$ cat src/rtl/bram_frame_reader.sv
// rtl/bram_frame_reader.sv - streams one frame of pixels from a registered-read BRAM into a ready/valid pixel port

// Two-entry output queue holding {last, data}; write into the head slot is legal only when the head is popped in the same cycle
module bram_frame_reader_fifo #(
  parameter int W = 17
) (
  input  logic         clk,
  input  logic         rst_n,
  input  logic         push,
  input  logic [W-1:0] push_data,
  input  logic         pop,
  output logic [W-1:0] head,
  output logic [1:0]   count
);

  logic [W-1:0] mem [2];
  logic         wr_ptr;
  logic         rd_ptr;

  assign head = mem[rd_ptr];

  // Storage, pointers and occupancy; storage is cleared so the head reads 0 until the first capture
  always_ff @(posedge clk or negedge rst_n) begin
    if (!rst_n) begin
      mem[0] <= '0;
      mem[1] <= '0;
      wr_ptr <= 1'b0;
      rd_ptr <= 1'b0;
      count  <= 2'd0;
    end else begin
      if (push) begin
        mem[wr_ptr] <= push_data;
        wr_ptr      <= ~wr_ptr;
      end
      if (pop) begin
        rd_ptr <= ~rd_ptr;
      end
      case ({push, pop})
        2'b10:   count <= count + 2'd1;
        2'b01:   count <= count - 2'd1;
        default: count <= count;
      endcase
    end
  end

endmodule

module bram_frame_reader #(
  parameter int N       = 13,
  parameter int W       = 16,
  parameter int NUM_PIX = 6144
) (
  input  logic         clk,
  input  logic         rst_n,
  input  logic         start,
  output logic [N-1:0] bram_addr,
  output logic         bram_read_write,
  output logic         bram_clear,
  input  logic [W-1:0] bram_data_out,
  output logic [W-1:0] pix_data,
  output logic         pix_valid,
  input  logic         pix_ready,
  output logic         pix_last,
  output logic         busy,
  output logic         done
);

  localparam logic [1:0]   S_IDLE    = 2'd0;
  localparam logic [1:0]   S_FETCH   = 2'd1;
  localparam logic [1:0]   S_DRAIN   = 2'd2;
  localparam logic [N-1:0] LAST_ADDR = N'(NUM_PIX - 1);

  logic [1:0] state;
  logic       rd_pending;
  logic       rd_pending_last;
  logic [1:0] fifo_count;
  logic [W:0] fifo_head;
  logic       accept;
  logic       pop;
  logic       issue;
  logic       issue_last;
  logic       last_hs;

  // The reader never writes or clears the BRAM
  assign bram_read_write = 1'b0;
  assign bram_clear      = 1'b0;

  // A start coinciding with the done pulse is dropped so every frame gets a distinct start
  assign accept = (state == S_IDLE) && start && !done;
  assign pop    = pix_valid && pix_ready;

  // Occupancy plus the read in flight must stay within the two slots; a pop this cycle frees one,
  // which is what lets the stream run at one pixel per cycle
  assign issue      = (state == S_FETCH) &&
                      (({1'b0, fifo_count} + {2'b00, rd_pending}) < (3'd2 + {2'b00, pop}));
  assign issue_last = issue && (bram_addr == LAST_ADDR);
  assign last_hs    = pop && fifo_head[W];

  assign pix_valid = (fifo_count != 2'd0);
  assign pix_data  = fifo_head[W-1:0];
  assign pix_last  = fifo_head[W] && pix_valid;

  // Frame sequencing: busy spans start acceptance to the last handshake, done pulses the cycle after
  always_ff @(posedge clk or negedge rst_n) begin
    if (!rst_n) begin
      state <= S_IDLE;
      busy  <= 1'b0;
      done  <= 1'b0;
    end else begin
      done <= 1'b0;
      case (state)
        S_IDLE: begin
          if (accept) begin
            state <= S_FETCH;
            busy  <= 1'b1;
          end
        end
        S_FETCH: begin
          if (issue_last) begin
            state <= S_DRAIN;
          end
        end
        S_DRAIN: begin
          if (last_hs) begin
            state <= S_IDLE;
            busy  <= 1'b0;
            done  <= 1'b1;
          end
        end
        default: state <= S_IDLE;
      endcase
    end
  end

  // Read address: restarts at 0 on each frame and parks on the final address so it never wraps
  always_ff @(posedge clk or negedge rst_n) begin
    if (!rst_n) begin
      bram_addr <= '0;
    end else if (accept) begin
      bram_addr <= '0;
    end else if (issue && !issue_last) begin
      bram_addr <= bram_addr + 1'b1;
    end
  end

  // One-cycle read pipeline marker: data for an issued address arrives on the next cycle
  always_ff @(posedge clk or negedge rst_n) begin
    if (!rst_n) begin
      rd_pending      <= 1'b0;
      rd_pending_last <= 1'b0;
    end else begin
      rd_pending      <= issue;
      rd_pending_last <= issue_last;
    end
  end

  bram_frame_reader_fifo #(
    .W (W + 1)
  ) u_fifo (
    .clk       (clk),
    .rst_n     (rst_n),
    .push      (rd_pending),
    .push_data ({rd_pending_last, bram_data_out}),
    .pop       (pop),
    .head      (fifo_head),
    .count     (fifo_count)
  );

endmodule
$ cat config.mk
export PLATFORM = sky130hd
export DESIGN_NAME = bram_frame_reader
export DESIGN_NICKNAME = d
export VERILOG_FILES = /design/src/rtl/bram_frame_reader.sv
export SDC_FILE = /design/constraint.sdc
export NUM_CORES = 1
export LEC_CHECK = 0
export CORE_ASPECT_RATIO = 0.7
export CORE_MARGIN = 10
export CORE_UTILIZATION = 31
export CTS_CLUSTER_DIAMETER = 50
export DETAILED_ROUTE_END_ITERATION = 10
export GPL_TIMING_DRIVEN = 0
export SETUP_SLACK_MARGIN = 0.05
export SYNTH_ARGS = -nofsm -noshare
export SYNTH_HDL_FRONTEND = slang
export SYNTH_SLANG_ARGS = --single-unit
$ cat constraint.sdc
create_clock -name clk -period 6.02 [get_ports clk]
set_clock_uncertainty 0.15 [all_clocks]
set_input_delay 0.903 -clock clk [delete_from_list [all_inputs] [get_ports clk]]
set_output_delay 0.903 -clock clk [all_outputs]
set_load 0.1 [all_outputs]
== Word level (Yosys, flattened, before mapping) ==
Cells that the tools add are included.

* Add/sub/neg operators: 5
* Magnitude comparators: 4
* Equality and inequality tests: 8
* Multiplexer cells: 18
* Bitwise operators: 4
* Reductions and logical operators: 18

{| class="wikitable"
|+ Operators by type and width
! kind !! number
|-
| 17-bit two-way mux || 4
|-
| 34-bit bitwise mux || 1
|-
| 13-bit two-way mux || 2
|-
| 17-bit demux with 1-bit select || 1
|-
| 13-bit by 1-bit adder with 13-bit output (second input constant) || 1
|-
| 13-bit equality test (second input constant) || 1
|-
| 1-bit logical AND || 9
|-
| 2-bit nonzero test || 4
|-
| 2-bit two-way mux || 3
|-
| 2-bit inequality test (second input constant) || 3
|-
| 2-bit case mux with 3 select lines || 1
|-
| 3-bit AND reduction || 2
|-
| 2-bit by 1-bit equality test with 1-bit output (second input constant) || 2
|-
| 2-bit equality test (second input constant) || 2
|-
| 2-bit greater-or-equal comparator (second input constant) || 2
|-
| 1-bit two-way mux || 4
|-
| 1-bit NOT with 2-bit output || 2
|-
| 2-bit case mux with 2 select lines || 1
|-
| 2-bit by 1-bit adder with 3-bit output || 1
|-
| 2-bit by 1-bit adder with 3-bit output (first input constant) || 1
|-
| 3-bit < comparator || 1
|-
| 2-bit by 1-bit adder with 2-bit output (second input constant) || 1
|-
| 1-bit logical NOT || 2
|-
| 2-bit logical NOT || 1
|-
| 4 further kinds || 5
|}

* Bits in registers: 57
* Input bits: 20
* Output and inout bits: 35
* Word-level logic and storage cells: 68

== Longest topological paths before layout ==
Gate-level depths: netlist of the first run.

* Depth after elaboration: 10
* Mapped depth: 6
* Mapped depth without buffers: 6

== Cells and area by module ==
A second synthesis of the first run with hierarchy kept.

* Cells, all modules: 218
* Area, all modules: 2752.6 um2

{| class="wikitable"
|+ Modules (own cells, without submodules)
! module !! instances !! cells each !! area each (um2) !! sequential area each (um2)
|-
| bram_frame_reader_fifo || 1 || 103 || 1639.1 || 950.9
|-
| bram_frame_reader || 1 || 115 || 1113.6 || 475.5
|}

== Worst setup path after synthesis of the first run ==
OpenSTA, ideal clock, no wires.

* Path kind: reg2out
* Start: reg u_fifo.rd_ptr
* End: out pix_last
* Data arrival time: 1.916 ns
* Data required time: 4.967 ns
* Slack: 3.051 ns
* Cell stages (with the launch flop): 4
* Path buffers: 1
* Cell sequence: dfrtp_1 -> buf_2 -> mux2i_1 -> nor2_1

* Word-level cells in the longest chain between the ends: 5

{| class="wikitable"
|+ Ends and longest elaborated chain
! element !! line !! source
|-
| from (decl) || 18 || <nowiki>logic rd_ptr;</nowiki>
|-
| from (signal assigned) || 36 || <nowiki>rd_ptr <= ~rd_ptr;</nowiki>
|-
| 1-bit NOT with 2-bit output (implied by the code) || 20 || <nowiki>assign head = mem[rd_ptr];</nowiki>
|-
| 17-bit two-way mux (implied by the code) (3 in a row) || 20 ||
|-
| 1-bit logical AND || 101 || <nowiki>assign pix_last = fifo_head[W] && pix_valid;</nowiki>
|-
| to (decl) || 63 || <nowiki>output logic pix_last,</nowiki>
|}

Every way passes these cells. The select of a mux whose other input is x is not followed.

== Worst setup path in the final report of the first run ==
* Start: reg u_fifo.rd_ptr
* End: out pix_data[3]

* Word-level cells in the longest chain between the ends: 4

{| class="wikitable"
|+ Ends and longest elaborated chain
! element !! line !! source
|-
| 1-bit NOT with 2-bit output (implied by the code) || 20 ||
|-
| 17-bit two-way mux (implied by the code) (3 in a row) || 20 ||
|-
| to (decl) || 60 || <nowiki>output logic [W-1:0] pix_data,</nowiki>
|}

Every way passes these cells. The select of a mux whose other input is x is not followed.

==> impl_metrics.ini, run 1 <==
[cts]
cts.sinks = 57
clock_path_buffers = 2
cts_tree = done
ctsResizeCount = 0
holdBufCountCts = 0
ctsHtreeMaxLevel = 3
cts_made_buffers = 9
clock-root-buffer = clkbuf_16
insertion_delay_ns = 0.32
clkSlewWorstSetupHoldPaths_ns = 0.04
post_cts_buffers = 0

[layout]
antenna-diode-count = 0
drive_gt1_share_pct = 27.34
syn_to_final_growth_pct = 35.60
postLayoutCellArea_mm2 = 0.003736
nNetsFinal = 308

[placement]
pre_cts_slack_ns = 2.400
hpwl_mm = 4.604
gp_congestion = 0.7934
port_buffers = 52
placed_cell_area_mm2 = 0.003445

[critical_path]
crit_cells = 4
worstSetupPathType = reg -> out
critPathTopFamily = buffers and inverters
arrival_ns = 2.85
rr_worst_depth = 6
critPathSlowestCell = clkdlybuf4s50_1
cp_cell_sequence = buf_2, buf_1, mux2_2, clkdlybuf4s50_1
cp_max_fo = 10
critPathCaptureType = output port
required_ns = 4.97
critPathBufInv = 3
cp-start-kind = flop
critPathMaxStageDelay_ns = 1.13

[route]
ant_nets = 0
drcViolationCount = 0
vias = 1908
wire_per_inst_um = 15.31
wl_mm = 6.262
drt-pass1-iter-count = 4
avgViaCountPerCell = 4.665
first_iter_violations = 64

[synth]
seq_area_frac_synth_pct = 51.77
syn_area_per_cell_um2 = 12.58
yosys.cell_count.top_type = dfrtp_1
synth_cell_types = 37
async_flop_share_pct = 100.0
synth-seq-cells = 57
synthTopCellsByArea = dfrtp_1 (52%), mux2_2 (20%), mux2i_1 (3.6%), buf_6 (2.0%), nand2b_1 (2.0%)
syn_inst = 219
yosysWarnings = 0
synth_top_area_cell = dfrtp_1
synth.top_cell.area_share_pct = 51.77
syn_area_mm2 = 0.002755
synth_ff_type = dfrtp_1
synth_edf_count = 0
synth_common_cells = dfrtp_1 (57), mux2_2 (50), nand2_1 (14)

[sta]
worst-slew-pin-transition_ns = 0.9922
fin_hold_ws_ns = 0.3432
fmax_mhz = 256.4
final.setup.worst_slack_ns = 2.120
final_hold_viol_count = 0
slew_viol_final = 0
finalCriticalPeriod_ns = 3.900
fin_crit_sh_pct = 64.78
setup_viol = 0
slew_headroom_pct = 33.65
setup-tns-final_ns = 0
rsz0062_at_grt = false

[worst_hold_path]
hp-class = reg -> reg
min_path_cells = 1

[die]
die_area_mm2 = 0.01312
start_util_pct = 32.23
core_area_mm2 = 0.008548
num_rows = 28
fp.dieH_um = 98.88
pin_count = 55
die_width_um = 132.7

[job]
max_cap_viol_count = 0

[global_routing]
grt_first_pass_wirelength_mm = 10.39
grt_max_degree = 39
grt_pass1_vias = 1974
grt-ovfl-total = 0
antenna_found_initial = 0
grtUsageTotal_pct = 9.807

[outcome]
status = finished clean
-- metrics by stage --
step	cells	utilization (%)
after CTS	409	43.71
after detailed placement	393	40.30
after global placement	392	40.12
after global routing	409	43.71
final	409	43.71
after floorplan	220	-
-- cells by family (layout without fill, tap and decap cells) --
group | Yosys count | in the layout | share of synthesized area, %
buf+inv | 16 | 85 | 3.950
flops | 57 | 57 | 51.77
compound gates | 13 | 13 | 3.406
xor+xnor | 5 | 5 | 1.590
fa+ha+maj | 4 | 4 | 1.817
simple gates | 63 | 63 | 13.26
mux | 60 | 60 | 24.07
other cells | 1 | 2 | 0.1361
-- registers in the layout, summed over array words and instances, names as in the netlist, 2 cells and up --
signal        cells
bram_addr        13
u_fifo.count      2
u_fifo.mem       34
state             2
-- routing by layer --
layer / GRT usage (%) / wire, um
met1: 12.17 / 3014
met5: 0 / 0
met3: 2.941 / 208
met4: 5.143 / 129
met2: 15.12 / 2909
-- cell usage in the layout, fill, tap and decap left out, types with 2 or more instances in the layout --
cell type,n
clkdlybuf4s50_1,51
conb_1,2
mux2i_1,10
inv_1,4
and3_1,3
xor2_1,2
buf_2,4
clkbuf_16,9
nor2_1,6
xnor2_1,3
o21ai_0,3
nand2b_1,9
mux2_2,50
buf_6,5
o31ai_1,3
nand4_1,5
nor3_1,2
ha_1,4
dfrtp_1,57
a21oi_1,3
clkbuf_1,5
nand3_1,4
nand2_1,14
nor4_1,9
buf_4,2
or4_1,3
-- area by class of cell --
| class | count | area [um^2] |
|---|---|---|
| sequential | 57 | 1426 |
| buffer | 12 | 93.84 |
| inverter | 4 | 15.01 |
| tap | 120 | 150.1 |
| timing repair buffer | 53 | 535.5 |
| clock buffer | 14 | 254.0 |
| multi-input combinational | 147 | 1224 |
| clock inverter | 2 | 37.54 |
| fill | 841 | 4812 |
-- final timing paths --
kind                            startpoint             end  slack, ns
max reg2reg                u_fifo.count[0]    bram_addr[3]       3.74
min in group asynchronous            rst_n  u_fifo.mem[11]       0.39
min reg2reg                  u_fifo.wr_ptr   u_fifo.wr_ptr       0.34
max in group asynchronous            rst_n    bram_addr[4]       4.76
max                          u_fifo.rd_ptr     pix_data[3]       2.12
min                          u_fifo.wr_ptr   u_fifo.wr_ptr       0.34
Power of run 1 is not shown: default switching activity piles up to over one toggle a cycle in this logic, so the estimate is an artifact.
==> run 2, diff against run 1 <==
==> constraint.sdc (replaced) <==
create_clock -name clk -period 3.9 [get_ports clk]
set_clock_uncertainty 0.15 [all_clocks]
set_input_delay 0.585 -clock clk [delete_from_list [all_inputs] [get_ports clk]]
set_output_delay 0.585 -clock clk [all_outputs]
set_load 0.1 [all_outputs]
==> results of run 2 <==
Same layout as run 1 (identical final DEF). Status: finished clean.
Among the figures that moved: setup slack after placement 2.400 ns -> 0.5982 ns; clock-pin slew on the worst setup and hold paths 0.04 ns -> 0.05 ns; setup slack after layout 2.120 ns -> 0.3183 ns; hold slack 0.3432 ns -> 0.06773 ns; register-to-register setup slack 3.74 ns -> 1.62 ns
Power of run 2 is left out for the same reason.
